==> src/rtl/flu_frame_arbiter.sv <==
// Round-robin merge of several FLU RX streams into one registered FLU TX stream.
// Arbitration happens only between frames, so a granted input keeps the output until its frame ends.
module flu_frame_arbiter #(
  parameter int INPUTS        = 2,
  parameter int DATA_WIDTH    = 512,
  parameter int SOP_POS_WIDTH = 3,
  parameter int EOP_POS_WIDTH = $clog2(DATA_WIDTH/8),
  parameter int SEL_WIDTH     = (INPUTS > 1) ? $clog2(INPUTS) : 1
) (
  input  logic                              CLK,
  input  logic                              RESET,
  input  logic [INPUTS*DATA_WIDTH-1:0]      RX_DATA,
  input  logic [INPUTS*SOP_POS_WIDTH-1:0]   RX_SOP_POS,
  input  logic [INPUTS*EOP_POS_WIDTH-1:0]   RX_EOP_POS,
  input  logic [INPUTS-1:0]                 RX_SOP,
  input  logic [INPUTS-1:0]                 RX_EOP,
  input  logic [INPUTS-1:0]                 RX_SRC_RDY,
  output logic [INPUTS-1:0]                 RX_DST_RDY,
  output logic [DATA_WIDTH-1:0]             TX_DATA,
  output logic [SOP_POS_WIDTH-1:0]          TX_SOP_POS,
  output logic [EOP_POS_WIDTH-1:0]          TX_EOP_POS,
  output logic                              TX_SOP,
  output logic                              TX_EOP,
  output logic                              TX_SRC_RDY,
  input  logic                              TX_DST_RDY,
  input  logic [INPUTS-1:0]                 EN,
  output logic [SEL_WIDTH-1:0]              GRANT,
  output logic                              GRANT_VLD
);

  localparam int BLK = (DATA_WIDTH/8) >> SOP_POS_WIDTH;

  typedef enum logic {ST_IDLE = 1'b0, ST_LOCKED = 1'b1} state_t;

  state_t                   state_q, state_d;
  logic [SEL_WIDTH-1:0]     sel_q, sel_d;
  logic [SEL_WIDTH-1:0]     last_q, last_d;
  logic [SEL_WIDTH-1:0]     rr_pick;

  logic [DATA_WIDTH-1:0]    tx_data_q;
  logic [SOP_POS_WIDTH-1:0] tx_sop_pos_q;
  logic [EOP_POS_WIDTH-1:0] tx_eop_pos_q;
  logic                     tx_sop_q, tx_eop_q, tx_src_rdy_q;

  logic [DATA_WIDTH-1:0]    rx_data_a    [INPUTS];
  logic [SOP_POS_WIDTH-1:0] rx_sop_pos_a [INPUTS];
  logic [EOP_POS_WIDTH-1:0] rx_eop_pos_a [INPUTS];

  logic [INPUTS-1:0]        req;
  logic                     locked, ld, xfer;
  logic [DATA_WIDTH-1:0]    sel_data;
  logic [SOP_POS_WIDTH-1:0] sel_sop_pos;
  logic [EOP_POS_WIDTH-1:0] sel_eop_pos;
  logic                     sel_sop, sel_eop, sel_src_rdy, sel_trail;

  // A trailing SOP means another frame begins in the same word, after the EOP byte.
  function automatic logic trail_f(input logic sop, input logic eop,
                                   input logic [SOP_POS_WIDTH-1:0] sop_pos,
                                   input logic [EOP_POS_WIDTH-1:0] eop_pos);
    int unsigned start_byte;
    start_byte = 32'(sop_pos) * 32'(BLK);
    return sop & eop & (start_byte > 32'(eop_pos));
  endfunction

  function automatic logic [SEL_WIDTH-1:0] rr_pick_f(input logic [INPUTS-1:0] r,
                                                     input logic [SEL_WIDTH-1:0] last);
    logic [SEL_WIDTH-1:0] pick;
    logic [SEL_WIDTH-1:0] idx;
    logic                 hit;
    pick = last;
    hit  = 1'b0;
    for (int k = 1; k <= INPUTS; k++) begin
      idx = SEL_WIDTH'((int'(last) + k) % INPUTS);
      if (!hit && r[idx]) begin
        hit  = 1'b1;
        pick = idx;
      end
    end
    return pick;
  endfunction

  for (genvar g = 0; g < INPUTS; g++) begin : g_split
    assign rx_data_a[g]    = RX_DATA[g*DATA_WIDTH +: DATA_WIDTH];
    assign rx_sop_pos_a[g] = RX_SOP_POS[g*SOP_POS_WIDTH +: SOP_POS_WIDTH];
    assign rx_eop_pos_a[g] = RX_EOP_POS[g*EOP_POS_WIDTH +: EOP_POS_WIDTH];
  end

  assign req         = RX_SRC_RDY & EN;
  assign rr_pick     = rr_pick_f(req, last_q);
  assign locked      = (state_q == ST_LOCKED);

  assign sel_data    = rx_data_a[sel_q];
  assign sel_sop_pos = rx_sop_pos_a[sel_q];
  assign sel_eop_pos = rx_eop_pos_a[sel_q];
  assign sel_sop     = RX_SOP[sel_q];
  assign sel_eop     = RX_EOP[sel_q];
  assign sel_src_rdy = RX_SRC_RDY[sel_q];
  assign sel_trail   = trail_f(sel_sop, sel_eop, sel_sop_pos, sel_eop_pos);

  // Output register can take a word when empty or being drained this cycle.
  assign ld   = !tx_src_rdy_q | TX_DST_RDY;
  assign xfer = locked & sel_src_rdy & ld;

  always_comb begin
    RX_DST_RDY = '0;
    if (locked) begin
      RX_DST_RDY[sel_q] = ld;
    end
  end

  // Arbitration state
  always_ff @(posedge CLK or posedge RESET) begin
    if (RESET) begin
      state_q <= ST_IDLE;
      sel_q   <= '0;
      last_q  <= SEL_WIDTH'(INPUTS-1);
    end else begin
      state_q <= state_d;
      sel_q   <= sel_d;
      last_q  <= last_d;
    end
  end

  always_comb begin
    state_d = state_q;
    sel_d   = sel_q;
    last_d  = last_q;
    if (state_q == ST_IDLE) begin
      if (|req) begin
        state_d = ST_LOCKED;
        sel_d   = rr_pick;
        last_d  = rr_pick;
      end
    end else if (xfer && sel_eop && !sel_trail) begin
      state_d = ST_IDLE;
    end
  end

  // Output register stage
  always_ff @(posedge CLK or posedge RESET) begin
    if (RESET) begin
      tx_src_rdy_q <= 1'b0;
      tx_sop_q     <= 1'b0;
      tx_eop_q     <= 1'b0;
      tx_data_q    <= '0;
      tx_sop_pos_q <= '0;
      tx_eop_pos_q <= '0;
    end else if (ld) begin
      tx_src_rdy_q <= xfer;
      if (xfer) begin
        tx_sop_q     <= sel_sop;
        tx_eop_q     <= sel_eop;
        tx_data_q    <= sel_data;
        tx_sop_pos_q <= sel_sop_pos;
        tx_eop_pos_q <= sel_eop_pos;
      end
    end
  end

  assign TX_DATA    = tx_data_q;
  assign TX_SOP_POS = tx_sop_pos_q;
  assign TX_EOP_POS = tx_eop_pos_q;
  assign TX_SOP     = tx_sop_q;
  assign TX_EOP     = tx_eop_q;
  assign TX_SRC_RDY = tx_src_rdy_q;
  assign GRANT      = sel_q;
  assign GRANT_VLD  = locked;

endmodule

==> config.mk <==
export PLATFORM = sky130hd
export DESIGN_NAME = flu_frame_arbiter
export DESIGN_NICKNAME = d
export VERILOG_FILES = /design/src/rtl/flu_frame_arbiter.sv
export SDC_FILE = /design/constraint.sdc
export NUM_CORES = 1
export LEC_CHECK = 0
export CORE_AREA = 2 2 607 609
export CTS_CLUSTER_DIAMETER = 80
export DETAILED_ROUTE_END_ITERATION = 10
export DIE_AREA = 0 0 609 611
export GPL_TIMING_DRIVEN = 0
export HOLD_SLACK_MARGIN = 0.03
export MAX_ROUTING_LAYER = met4
export PLACE_DENSITY_LB_ADDON = 0.25
export SLEW_MARGIN = 20
export SYNTH_ARGS = -nofsm -noshare
export SYNTH_HDL_FRONTEND = slang
export SYNTH_SLANG_ARGS = --single-unit
==> constraint.sdc <==
create_clock -name CLK -period 21.5 [get_ports CLK]
set_input_delay 2.15 -clock CLK [delete_from_list [all_inputs] [get_ports CLK]]
set_output_delay 2.15 -clock CLK [all_outputs]
set_load 0.01 [all_outputs]
* Word-level counts from Yosys, hierarchy flattened
Cells that the tools add are included.
Storage, ports and cells: input bits 1053, word-level logic and storage cells 64, output and inout bits 528, register bits 527
Cells by class: $lt $le $gt $ge 6, reduce and logical (&&, ||, !) cells 10, bitwise gates (word level) 9, muxes and demuxes 28, $add $sub $neg 2
Operators by type and width (number):
- 512-bit two-way mux | 3
- 6-bit two-way mux | 3
- 1-bit two-way mux | 17
- 3-bit two-way mux | 3
- 6-bit > comparator | 1
- 1-bit by 2-bit less-than comparator with 1-bit output, second input constant | 3
- 1-bit AND | 4
- 2-bit AND | 2
- 1-bit logical AND | 4
- 2-bit AND reduction | 2
- 1-bit logical NOT | 3
- 1-bit adder, second input constant | 2
- 2-bit greater-or-equal comparator, second input constant | 1
- 2-bit two-way mux | 1
- 1-bit inverter with 2-bit output | 1
- 2-bit OR reduction | 1
- 1-bit demux with 1-bit select | 1
- 1-bit greater-or-equal comparator, second input constant | 1
- 1-bit inverter | 1
- 1-bit OR | 1

* Logic depth before layout (Yosys ltp)
Gate-level depths: netlist (run 1).
word-level depth 10, mapped depth 9, depth with buffers taken out 6

* Worst setup path before layout (run 1)
No wires, ideal clock.
path type input port to output port, from input port TX_DST_RDY, to output port RX_DST_RDY[1], data required time 19.350 ns, cell stages on the path 2, arrival time 2.540 ns, path slack 16.810 ns, buffers on the path 0, path through nand2b_1 > and3_1
Between the ends: longest elaborated chain between the ends 3
RTL lines:
- from (decl) | RTL line 25 | input logic TX_DST_RDY,
- 1-bit OR | RTL line 101 | assign ld = !tx_src_rdy_q | TX_DST_RDY;
- 2-bit AND (no line)
- 2-bit two-way mux | RTL line 106 | if (locked) begin
- to (decl) | RTL line 18 | output logic [INPUTS-1:0] RX_DST_RDY,
No other way between the ends.

* Worst setup path in the final report (run 1)
Same ends and word-level chain as after synthesis.

==> qor.log, run 1 <==
qor: run_status.outcome finished, final reports clean
qor: die.io_pins 1581
qor: global_route.globalRouteOverflowTotal 0
qor: global_route.gr-usage-all-layers 15.2%
qor: global_route.grt_antenna_before_repair 124
qor: yosys.synthTopCellsByArea sky130_fd_sc_hd__dfrtp_1, sky130_fd_sc_hd__mux2i_1, sky130_fd_sc_hd__nand2_1
qor: layout.multiInputGateArea 10200 sq um
qor: yosys.ys_seq_elements 527
qor: timing.max_clock_freq 169 MHz
qor: yosys.yosys.area.top_type sky130_fd_sc_hd__dfrtp_1
qor: layout.ff_latch_area 13200 sq um
qor: timing.fin_hold_ws 479 ps
qor: clocking.post_cts.resized_instances 0
qor: timing.post-route-min-period 5930 ps
qor: clocking.cts_hold_repair.buffers 0
qor: yosys.synth_edf_count 0
qor: global_route.first_global_vias 27015
qor: clocking.clock_sink_count 527
qor: routing.routed_wirelength 284 mm
qor: die.die_x 609 um
qor: clocking.cts_bufs_inserted 90
qor: clocking.cts_tree built
qor: critical_path.cp_data_arrival_time 3780 ps
qor: yosys.synth_top_cells_by_count sky130_fd_sc_hd__dfrtp_1, sky130_fd_sc_hd__nand2_1, sky130_fd_sc_hd__mux2i_1
qor: hold_path.min_delay_path_depth 2
qor: timing.unrepaired_setup_endpoints_after_global_routing no
qor: timing.finalSetupTns 0 ps
qor: yosys.yosysMostFrequentCell sky130_fd_sc_hd__dfrtp_1
qor: timing.final.period_utilization 27.6%
qor: run.maxCapViolCount 0
qor: die.placementRows 222
qor: yosys.yosysUniqueCellTypes 27
qor: yosys.yosys.area.top_type_share 54.2%
qor: layout.layoutNonFillerInstCount 8921
qor: yosys.synth.net_count 3353
qor: timing.skew 35.6 ps
qor: timing.worst_slew_pin_slew 1150 ps
qor: placed_design.placed_cells_incl_taps 8718
qor: routing.drc_errors 0
qor: critical_path.reg2reg_depth 9
qor: critical_path.worstSetupEndpointType output port
qor: critical_path.start_kind primary input
qor: critical_path.path_max_fanout 4
qor: layout.final_core_util 13.7%
qor: placed_design.gp_routability_congestion 0.935
qor: yosys.avgSynthCellArea 10.6 sq um
qor: routing.wl_per_cell 31.9 um
qor: die.floorplan.initialDensity 6.65%
qor: die.die-height 611 um
qor: die.core_region_area 365000 sq um
qor: routing.final_antenna_net_count 0
qor: timing.max-slew-margin-rel 20.9%
qor: clocking.clock_latency 810 ps
qor: clocking.cts_buffer_depth 4
qor: clocking.clk_pin_slew_worst_paths 60 ps
qor: routing.routed_via_density 2.89
qor: clocking.clock_tree.htree_level_count 3
qor: routing.firstDrtPassIters 5
qor: placed_design.port-buffer-count 1580
qor: yosys.async_reset_ff_share 100%
qor: global_route.grt_start_max_net_pins 94
qor: yosys.yosysSeqAreaShare 54.4%
qor: yosys.number_of_warnings_reported_in_the_yosys_synthesis_log 0
qor: critical_path.path_class primary input to output port
qor: timing.setup_viol_count_final 0
qor: critical_path.origin_of_the_critical_flop_to_flop_path GRANT$_DFFE_PP0P_
qor: critical_path.timing.reg2reg.setup_slack 17570 ps
qor: routing.detailroute.via_count 25815
qor: power_and_ir_drop.power_density 155 nW/um^2
qor: timing.hold_violations 0
qor: timing.finalMaxSlewViolations 0
qor: power_and_ir_drop.lkg_pwr 0.0198 uW
qor: layout.area_growth 106%
qor: layout.layout-drive-gt1-share 7.51%
qor: hold_path.min-delay-path-class flip-flop to flip-flop
qor: hold_path.timing.hold.worst.start TX_DATA[168]$_DFFE_PP0P_
qor: power_and_ir_drop.design_power_total 7740 uW
qor: hold_path.worst_hold_path.endpoint TX_DATA[168]$_DFFE_PP0P_
qor: layout.num-nets-final 5050
qor: global_route.first_pass_grt_wire_length 346 mm
qor: power_and_ir_drop.peak_supply_drop 0.0569 mV
qor: critical_path.worst_r2r_endpoint GRANT_VLD$_DFF_PP0_
qor: clocking.cts-root-buf sky130_fd_sc_hd__clkbuf_16
qor: yosys.ys_dominant_reg_cell sky130_fd_sc_hd__dfrtp_1
qor: layout.num-fill-cells 41394
qor: placed_design.hpwl 254 mm
qor: clocking.post-cts-setup-buffers 0
qor: yosys.netlist_area_before_placement 24300 sq um
qor: critical_path.timing.critical_path.required 19350 ps
qor: routing.drtIter0Drc 1384
qor: yosys.synth_cells 2297
qor: die.fp.dieArea 372000 sq um
[per-layer routing]
layer,routed length (um),GRT usage [%],vias up
li1,-,-,11434
met3,24300,5.26,227
met2,140000,25.7,1216
met5,0,-,-
met4,5950,3.01,0
met1,114000,17.3,12938
[logic make-up (layout without fill, tap and decap cells)]
family | count (synthesis) | in the layout | share of synthesized area (%)
multiplexers | 527 | 527 | 21.8
buffers and inverters | 176 | 1940 | 4.37
AO/OA/AOI/OAI | 529 | 529 | 11.0
adder cells (fa/ha/maj) | 3 | 3 | 0.155
flip-flops | 527 | 527 | 54.4
AND/OR/NAND/NOR | 535 | 535 | 8.35
other | 0 | 44 | 0
[worst max-delay path, cell delays in order]
cell and delay (ps):
sky130_fd_sc_hd__clkdlybuf4s50_1 450, sky130_fd_sc_hd__nand2b_1 190, sky130_fd_sc_hd__and3_1 310, sky130_fd_sc_hd__clkdlybuf4s50_1 660
[worst max path at each step]
stage                                 start                       end  slack [ps]  cells after the start
final                            TX_DST_RDY             RX_DST_RDY[1]       15570                      4
after global routing             TX_DST_RDY             RX_DST_RDY[1]       15420                      4
after CTS                 GRANT$_DFFE_PP0P_             RX_DST_RDY[1]       15320                      6
after detailed placement         TX_DST_RDY             RX_DST_RDY[1]       15470                      4
after global placement                RESET  TX_DATA[415]$_DFFE_PP0P_       -5200                      2
after floorplan                       RESET         GRANT$_DFFE_PP0P_        4630                      1
[registers in the layout (all words and copies together) (netlist names)]
register and cells:
GRANT 1, TX_EOP 1, TX_SRC_RDY 1, TX_SOP 1, TX_SOP_POS 3, TX_DATA 512
TX_EOP_POS 6, GRANT_VLD 1, last_q 1
[stage by stage]
stage	setup WS [ps]	area (sq um)
after floorplan	4630	24300
after global placement	-5200	46100
after detailed placement	15470	46800
after CTS	15320	49800
after global routing	15420	49900
final	15570	49900
[cell usage in the layout (no fill, tap or decap), types with 2 or more instances in the layout]
| cell type | instances |
|---|---|
| sky130_fd_sc_hd__a21oi_1 | 2 |
| sky130_fd_sc_hd__buf_12 | 3 |
| sky130_fd_sc_hd__buf_16 | 8 |
| sky130_fd_sc_hd__buf_2 | 20 |
| sky130_fd_sc_hd__buf_4 | 8 |
| sky130_fd_sc_hd__buf_6 | 58 |
| sky130_fd_sc_hd__buf_8 | 2 |
| sky130_fd_sc_hd__bufinv_16 | 8 |
| sky130_fd_sc_hd__clkbuf_1 | 103 |
| sky130_fd_sc_hd__clkbuf_16 | 90 |
| sky130_fd_sc_hd__clkbuf_2 | 15 |
| sky130_fd_sc_hd__clkbuf_8 | 12 |
| sky130_fd_sc_hd__clkdlybuf4s50_1 | 1580 |
| sky130_fd_sc_hd__clkinv_16 | 2 |
| sky130_fd_sc_hd__clkinv_2 | 7 |
| sky130_fd_sc_hd__clkinv_4 | 7 |
| sky130_fd_sc_hd__clkinvlp_4 | 7 |
| sky130_fd_sc_hd__dfrtp_1 | 526 |
| sky130_fd_sc_hd__diode_2 | 44 |
| sky130_fd_sc_hd__ha_1 | 3 |
| sky130_fd_sc_hd__inv_6 | 5 |
| sky130_fd_sc_hd__inv_8 | 2 |
| sky130_fd_sc_hd__mux2_1 | 3 |
| sky130_fd_sc_hd__mux2_2 | 3 |
| sky130_fd_sc_hd__mux2i_1 | 478 |
| sky130_fd_sc_hd__mux2i_2 | 35 |
| sky130_fd_sc_hd__mux2i_4 | 7 |
| sky130_fd_sc_hd__nand2_1 | 525 |
| sky130_fd_sc_hd__nor2_1 | 4 |
| sky130_fd_sc_hd__o21ai_0 | 383 |
| sky130_fd_sc_hd__o21ai_1 | 140 |
[area by class of cell]
class	instances	area share, %
repair buffers	1605	32.6
flip-flops and latches	527	26.4
multi-input cells	1594	20.5
well taps	4816	12.1
clock buffers	120	4.98
plain buffers	175	2.16
clock inverters	39	1.08
diodes	44	0.221
inverters	1	0.0226
[where the power goes]
| group | leakage (uW) | total (uW) | internal, uW | switching (uW) |
|---|---|---|---|---|
| clock | 0.00146 | 1530 | 915 | 612 |
| sequential | 0.00650 | 1850 | 1490 | 360 |
| combinational | 0.0118 | 4370 | 1670 | 2700 |
Power figures use the tool's default switching activity.
==> run 2, diff against run 1 <==
==> constraint.sdc (replaced) <==
create_clock -name CLK -period 6.1 [get_ports CLK]
set_input_delay 0.61 -clock CLK [delete_from_list [all_inputs] [get_ports CLK]]
set_output_delay 0.61 -clock CLK [all_outputs]
set_load 0.01 [all_outputs]
==> qor.log, run 2 (synthesis results as in run 1) <==
qor: run_status.outcome finished, final reports clean [unchanged]
qor: critical_path.timing.critical_path.cells buf_2 -> buf_2 -> buf_2 -> mux2i_2 -> ha_1 -> nand4_1 -> o21ai_0 -> a2bb2oi_1 [was clkdlybuf4s50_1 -> nand2b_1 -> and3_1 -> clkdlybuf4s50_1]
qor: global_route.grt_start_max_net_pins 33 [was 94]
qor: run.maxCapViolCount 0 [unchanged]
qor: global_route.grt_antenna_before_repair 126 [was 124]
qor: timing.hold_violations 0 [unchanged]
qor: die.die_x 609 um [unchanged]
qor: die.core_region_area 365000 sq um [unchanged]
qor: layout.layout_common_cells sky130_fd_sc_hd__clkdlybuf4s50_1, sky130_fd_sc_hd__dfrtp_1, sky130_fd_sc_hd__nand2_1 [unchanged]
qor: timing.finalMaxSlewViolations 0 [unchanged]
qor: critical_path.cp_data_arrival_time 5170 ps [was 3780 ps]
qor: die.fp.dieArea 372000 sq um [unchanged]
qor: global_route.first_global_vias 27116 [was 27015]
qor: die.floorplan.initialDensity 6.65% [unchanged]
qor: power_and_ir_drop.lkg_pwr 0.0198 uW [about the same]
qor: timing.max_clock_freq 220 MHz
qor: routing.detailroute.via_count 25883 [was 25815]
qor: clocking.clock_sink_count 527 [unchanged]
qor: critical_path.worstSetupEndpointType flip-flop [was output port]
qor: clocking.cts_bufs_inserted 84 [was 90]
qor: clocking.cts_hold_repair.buffers 0 [unchanged]
qor: layout.flip_flop_count_of_the_largest_register_all_copies_and_words_added 512 [unchanged]
qor: timing.worst_slew_pin_slew 1240 ps [was 1150 ps]
qor: routing.routed_wirelength 281 mm [was 284 mm]
qor: layout.num-fill-cells 41394 [unchanged]
qor: critical_path.slowest_stage sky130_fd_sc_hd__mux2i_2 [was sky130_fd_sc_hd__clkdlybuf4s50_1]
qor: clocking.clock_latency 800 ps [was 810 ps]
qor: critical_path.worst_path_most_repeated_cell sky130_fd_sc_hd__buf_2 [was sky130_fd_sc_hd__clkdlybuf4s50_1]
qor: routing.firstDrtPassIters 5 [unchanged]
qor: routing.routed_via_density 2.90 [was 2.89]
qor: clocking.post-cts-setup-buffers 0 [unchanged]
qor: clocking.clock_tree.htree_level_count 3 [unchanged]
qor: clocking.cts_buffer_depth 4 [unchanged]
qor: die.die-height 611 um [unchanged]
qor: critical_path.slowest_delay 890 ps [was 660 ps]
qor: timing.unrepaired_setup_endpoints_after_global_routing no [unchanged]
qor: routing.final_antenna_net_count 0 [unchanged]
qor: critical_path.crit_family buffers and inverters [unchanged]
qor: timing.max-slew-margin-rel 15.3% [was 20.9%]
qor: critical_path.path_class flip-flop to flip-flop [was primary input to output port]
qor: clocking.post_cts.resized_instances 0 [unchanged]
qor: routing.wl_per_cell 31.5 um [was 31.9 um]
qor: global_route.gr-usage-all-layers 15.0% [was 15.2%]
qor: timing.setup_viol_count_final 0 [unchanged]
qor: routing.drc_errors 0 [unchanged]
qor: timing.finalWorstSetupSlack 1560 ps [was 15570 ps]
qor: timing.post-route-min-period 4540 ps
qor: placed_design.placement.setup.worst_slack 1240 ps [was 15470 ps]
qor: clocking.cts-root-buf sky130_fd_sc_hd__clkbuf_16 [unchanged]
qor: routing.drtIter0Drc 1404 [was 1384]
qor: timing.skew 33.9 ps [was 35.6 ps]
qor: power_and_ir_drop.peak_supply_drop 0.197 mV [was 0.0569 mV]
qor: timing.final.period_utilization 74.5%
qor: clocking.clk_pin_slew_worst_paths 60 ps [about the same]
qor: critical_path.cp_num_buf_inv 3 [was 2]
qor: die.placementRows 222 [unchanged]
qor: placed_design.hpwl 253 mm [was 254 mm]
qor: hold_path.min-delay-path-class primary input to async pin [was flip-flop to flip-flop]
qor: global_route.globalRouteOverflowTotal 0 [unchanged]
qor: layout.layout-drive-gt1-share 7.17% [was 7.51%]
qor: global_route.first_pass_grt_wire_length 343 mm [was 346 mm]
qor: placed_design.port-buffer-count 1580 [unchanged]
qor: layout.layout.cell_area.non_filler 49900 sq um [about the same]
qor: layout.num-nets-final 5053 [was 5050]
qor: critical_path.timing.critical_path.required 6720 ps [was 19350 ps]
qor: placed_design.gp_routability_congestion 0.944 [was 0.935]
qor: clocking.cts_tree built [unchanged]
qor: layout.final_common_cell sky130_fd_sc_hd__clkdlybuf4s50_1 [unchanged]
qor: layout.area_growth 105% [was 106%]
qor: power_and_ir_drop.power_density 539 nW/um^2 [was 155 nW/um^2]
qor: critical_path.path_max_fanout 11 [was 4]
qor: die.io_pins 1581 [unchanged]
qor: critical_path.start_kind flip-flop [was primary input]
qor: placed_design.dpl_cell_area 47000 sq um [was 46800 sq um]
==> run 2: cell types whose count changed in the layout (fill, tap and decap cells not counted), sizes merged, moves of 3 or more <==
cell / previous run / this run
diode: 44 / 47
clkinvlp: 7 / 2
bufinv: 8 / 5
buf: 99 / 108
clkinv: 17 / 13
clkbuf: 221 / 224
==> run 2: area by class of cell <==
| class | count | area (sq um) | area share [%] |
|---|---|---|---|
| sequential | 527 | 13200 | 26.5 |
| clock buffer | 123 | 2450 | 4.91 |
| timing repair buffer | 1614 | 16500 | 33.0 |
| multi-input combinational | 1594 | 10200 | 20.4 |
| buffer | 175 | 1070 | 2.15 |
| clock inverter | 26 | 332 | 0.665 |
| tap | 4816 | 6030 | 12.1 |
| antenna | 47 | 118 | 0.236 |
| inverter | 1 | 7.51 | 0.0151 |
==> run 2: path summary, 6_finish.rpt <==
check / startpoint / slack [ps] / end / cells after the start
worst max-delay path: GRANT$_DFFE_PP0P_ / 1560 / GRANT_VLD$_DFF_PP0_ / 8
min in group CLK: RX_DATA[64] / 450 / TX_DATA[64]$_DFFE_PP0P_ / 3
max in group asynchronous: RESET / 4140 / TX_DATA[398]$_DFFE_PP0P_ / 8
worst max register to register: GRANT$_DFFE_PP0P_ / 1560 / GRANT_VLD$_DFF_PP0_ / 8
worst min register to register: TX_DATA[231]$_DFFE_PP0P_ / 470 / TX_DATA[231]$_DFFE_PP0P_ / 2
worst min-delay path: RESET / 220 / TX_DATA[181]$_DFFE_PP0P_ / 2
==> run 2: worst register-to-register path, stage by stage, from the launching register on <==
cell and delay (ps):
sky130_fd_sc_hd__dfrtp_1 460, sky130_fd_sc_hd__buf_2 610, sky130_fd_sc_hd__buf_2 650, sky130_fd_sc_hd__buf_2 690, sky130_fd_sc_hd__mux2i_2 910, sky130_fd_sc_hd__ha_1 270, sky130_fd_sc_hd__nand4_1 70, sky130_fd_sc_hd__o21ai_0 580
sky130_fd_sc_hd__a2bb2oi_1 150
==> run 2: report_power, final <==
group | switching [uW] | internal [uW]
Combinational | 9440 | 5870
Sequential | 1330 | 5250
Clock | 2010 | 3000
==> run 2: per-stage QoR <==
step / hold WS (ps) / instances / utilization, % / setup TNS [ps] / power [uW]
floorplan: 480 / 2297 / - / -879120 / 11400
detailed placement: 471 / 8727 / 12.9 / 0 / 22600
global placement: 469 / 8693 / 12.6 / -3573680 / 22400
finish: 222 / 8923 / 13.7 / 0 / 26900
CTS: 125 / 8876 / 13.6 / 0 / 27900
global route: 184 / 8918 / 13.7 / 0 / 28500
==> run 2: layer usage <==
metal / routed length, um / up-vias / share of wire, % / GRT usage [%]
met2: 144000 / 1213 / 51 / 26.4
met1: 107000 / 13007 / 38 / 16.3
met5: 0 / - / 0 / -
met4: 3840 / 0 / 1.4 / 1.94
met3: 26700 / 202 / 9.5 / 5.91
li1: - / 11461 / - / -
==> run 3, diff against run 2 <==
--- a/config.mk
+++ b/config.mk
@@ -5,10 +5,10 @@
 export SDC_FILE = /design/constraint.sdc
 export NUM_CORES = 1
 export LEC_CHECK = 0
-export CORE_AREA = 2 2 607 609
+export CORE_AREA = 2 2 624 626
 export CTS_CLUSTER_DIAMETER = 80
 export DETAILED_ROUTE_END_ITERATION = 10
-export DIE_AREA = 0 0 609 611
+export DIE_AREA = 0 0 626 628
 export GPL_TIMING_DRIVEN = 0
 export HOLD_SLACK_MARGIN = 0.03
 export MAX_ROUTING_LAYER = met4
==> constraint.sdc (replaced) <==
create_clock -name CLK -period 4.05 [get_ports CLK]
set_input_delay 0.405 -clock CLK [delete_from_list [all_inputs] [get_ports CLK]]
set_output_delay 0.405 -clock CLK [all_outputs]
set_load 0.01 [all_outputs]
==> qor.log, run 3 (synthesis results as in run 1) <==
qor: global_route.first_pass_grt_wire_length 354 mm [was 343 mm]
qor: layout.flip_flop_count_of_the_largest_register_all_copies_and_words_added 512 [unchanged]
qor: layout.final_common_cell sky130_fd_sc_hd__clkdlybuf4s50_1 [unchanged]
qor: timing.setup_viol_count_final 0 [unchanged]
qor: critical_path.cp_data_arrival_time 3360 ps [was 5170 ps]
qor: global_route.grt_start_max_net_pins 34 [was 33]
qor: routing.detailroute.via_count 25858 [was 25883]
qor: critical_path.timing.critical_path.cells buf_4 -> clkbuf_4 -> clkbuf_4 -> and3_1 -> clkdlybuf4s50_1 [was buf_2 -> buf_2 -> buf_2 -> mux2i_2 -> ha_1 -> nand4_1 -> o21ai_0 -> a2bb2oi_1]
qor: layout.num-nets-final 5054 [was 5053]
qor: critical_path.worst_r2r_endpoint GRANT_VLD$_DFF_PP0_ [unchanged]
qor: critical_path.worstSetupEndpointType output port [was flip-flop]
qor: run_status.outcome finished, final reports clean [unchanged]
qor: power_and_ir_drop.share_of_power_burned_in_registers 23.6% [was 24.5%]
qor: clocking.cts-root-buf sky130_fd_sc_hd__clkbuf_16 [unchanged]
qor: placed_design.port-buffer-count 1580 [unchanged]
qor: timing.fin_hold_ws 243 ps [was 222 ps]
qor: power_and_ir_drop.power.share.switching 48.3% [was 47.5%]
qor: hold_path.min_delay_path_depth 3
qor: die.io_pins 1581 [unchanged]
qor: timing.hold_violations 0 [unchanged]
qor: die.placementRows 229 [was 222]
qor: critical_path.timing.critical_path.required 3640 ps [was 6720 ps]
qor: routing.routed_wirelength 293 mm [was 281 mm]
qor: power_and_ir_drop.pwr-share-clk 18.9% [was 18.6%]
qor: global_route.gr-usage-all-layers 14.8% [was 15.0%]
qor: power_and_ir_drop.design_power_total 41200 uW [was 26900 uW]
qor: clocking.clock_sink_count 527 [unchanged]
qor: power_and_ir_drop.lkg_pwr 0.0198 uW [about the same]
qor: critical_path.origin_of_the_critical_flop_to_flop_path GRANT$_DFFE_PP0P_ [unchanged]
qor: timing.post-route-min-period 3770 ps
qor: power_and_ir_drop.peak_supply_drop 0.406 mV [was 0.197 mV]
qor: layout.final_core_util 13.0% [was 13.7%]
qor: timing.finalWorstSetupSlack 284 ps [was 1560 ps]
qor: critical_path.slowest_delay 650 ps [was 890 ps]
qor: global_route.grt_antenna_before_repair 158 [was 126]
qor: critical_path.worst_path_most_repeated_cell sky130_fd_sc_hd__clkbuf_4 [was sky130_fd_sc_hd__buf_2]
qor: placed_design.placement.setup.worst_slack -473 ps [was 1240 ps]
qor: placed_design.gp_routability_congestion 0.920 [was 0.944]
qor: routing.drc_errors 0 [unchanged]
qor: timing.worst_slew_pin_slew 1260 ps [was 1240 ps]
qor: clocking.clock_latency 800 ps [about the same]
qor: routing.final_antenna_net_count 0 [unchanged]
qor: layout.area_growth 108% [was 105%]
qor: clocking.clock_tree.htree_level_count 3 [unchanged]
qor: layout.num-fill-cells 43858 [was 41394]
qor: power_and_ir_drop.switching_power 19900 uW [was 12800 uW]
qor: die.core_region_area 387000 sq um [was 365000 sq um]
qor: hold_path.min-delay-path-class primary input to flip-flop [was primary input to async pin]
qor: layout.layout_common_cells sky130_fd_sc_hd__clkdlybuf4s50_1, sky130_fd_sc_hd__dfrtp_1, sky130_fd_sc_hd__nand2_1 [unchanged]
qor: power_and_ir_drop.power_density 816 nW/um^2 [was 539 nW/um^2]
qor: die.die_x 626 um [was 609 um]
qor: global_route.globalRouteOverflowTotal 0 [unchanged]
qor: global_route.first_global_vias 26965 [was 27116]
qor: hold_path.worst_hold_path.endpoint TX_DATA[22]$_DFFE_PP0P_
qor: critical_path.start_kind flip-flop [unchanged]
qor: routing.drtIter0Drc 1364 [was 1404]
qor: critical_path.reg2reg_depth 8 [unchanged]
qor: global_route.gr-usage-met3 6.46% [was 5.91%]
qor: run.maxCapViolCount 0 [unchanged]
qor: critical_path.path_max_fanout 12 [was 11]
qor: routing.routed_via_density 2.77 [was 2.90]
qor: clocking.cts_tree built [unchanged]
qor: die.floorplan.initialDensity 6.27% [was 6.65%]
qor: power_and_ir_drop.power.combinational.fraction 57.5% [was 56.9%]
qor: global_route.groute.layer.met2.usage 25.3% [was 26.4%]
qor: global_route.grt_use_met1 16.3% [about the same]
qor: timing.max-slew-margin-rel 16.1% [was 15.3%]
qor: timing.max_clock_freq 266 MHz
qor: power_and_ir_drop.power_report.internal_total 21300 uW [was 14100 uW]
qor: timing.skew 76.9 ps [was 33.9 ps]
qor: timing.final.period_utilization 93.0%
qor: die.fp.dieArea 393000 sq um [was 372000 sq um]
qor: clocking.cts_buffer_depth 4 [unchanged]
qor: clocking.cts_bufs_inserted 87 [was 84]
qor: global_route.grt_busiest_layer met2 [unchanged]
qor: critical_path.timing.reg2reg.setup_slack 330 ps [was 1560 ps]
qor: timing.finalMaxSlewViolations 0 [unchanged]
qor: die.die-height 628 um [was 611 um]
qor: critical_path.path_class flip-flop to output port [was flip-flop to flip-flop]
qor: routing.firstDrtPassIters 6 [was 5]
qor: placed_design.hpwl 266 mm [was 253 mm]
qor: clocking.clk_pin_slew_worst_paths 60 ps [about the same]
qor: hold_path.timing.hold.worst.start RX_DATA[22]
qor: timing.unrepaired_setup_endpoints_after_global_routing no [unchanged]
qor: clocking.post-cts-setup-buffers 0 [unchanged]
qor: timing.finalSetupTns 0 ps [unchanged]
qor: routing.wl_per_cell 31.4 um [was 31.5 um]
qor: critical_path.slowest_stage sky130_fd_sc_hd__clkdlybuf4s50_1 [was sky130_fd_sc_hd__mux2i_2]
qor: layout.layout-drive-gt1-share 7.56% [was 7.17%]
run 3: how the worst max path moves through the flow:
stage                            from                       end  slack [ps]
global placement                RESET  TX_DATA[385]$_DFFE_PP0P_       -8600
global route        GRANT$_DFFE_PP0P_       GRANT_VLD$_DFF_PP0_          30
CTS                 GRANT$_DFFE_PP0P_       GRANT_VLD$_DFF_PP0_          10
finish              GRANT$_DFFE_PP0P_             RX_DST_RDY[1]         280
detailed placement  GRANT$_DFFE_PP0P_       GRANT_VLD$_DFF_PP0_        -470
floorplan                       RESET         GRANT$_DFFE_PP0P_       -3520
run 3: final cells by class:
type                    count  area (sq um)  area share, %
diodes                     61           153          0.302
inverters                   1          7.51         0.0149
clock buffers             108          2410           4.76
plain buffers             175          1080           2.14
flip-flops and latches    527         13200           26.1
well taps                5197          6500           12.9
multi-input cells        1594         10200           20.3
repair buffers           1612         16400           32.5
clock inverters            45           489          0.969
run 3: metrics by stage:
step / area, sq um / cells
6_report: 50500 / 9320
5_1_grt: 50500 / 9313
4_1_cts: 50300 / 9259
3_5_place_dp: 47400 / 9105
3_3_place_gp: 46600 / 9074
2_1_floorplan: 24300 / 2297
run 3: worst max-delay path: cells and delay by family, from the launching register on:
family                 cells  cell delay (ps)
buffers and inverters      4             1920
and+or+nand+nor            1              230
DFF                        1              350
run 3: routing by layer:
| metal | wire (um) | part of all wire, % |
|---|---|---|
| met5 | 0 | 0 |
| met4 | 4080 | 1.4 |
| met3 | 30400 | 10 |
| met2 | 144000 | 49 |
| met1 | 114000 | 39 |
run 3: what timing repair did:
item,in CTS,in global routing
endpoints found under the hold margin,22,0
resized for setup,4,1
hold buffers,1,0
endpoints found under the setup margin,3,1
run 3: power groups by stage:
stage	combinational (uW)	clock, uW	sequential [uW]
CTS	25000	8110	9760
floorplan	6800	0	10400
global route	25500	8250	10000
global placement	24500	0	9770
finish	23700	7780	9740
detailed placement	24900	0	9800
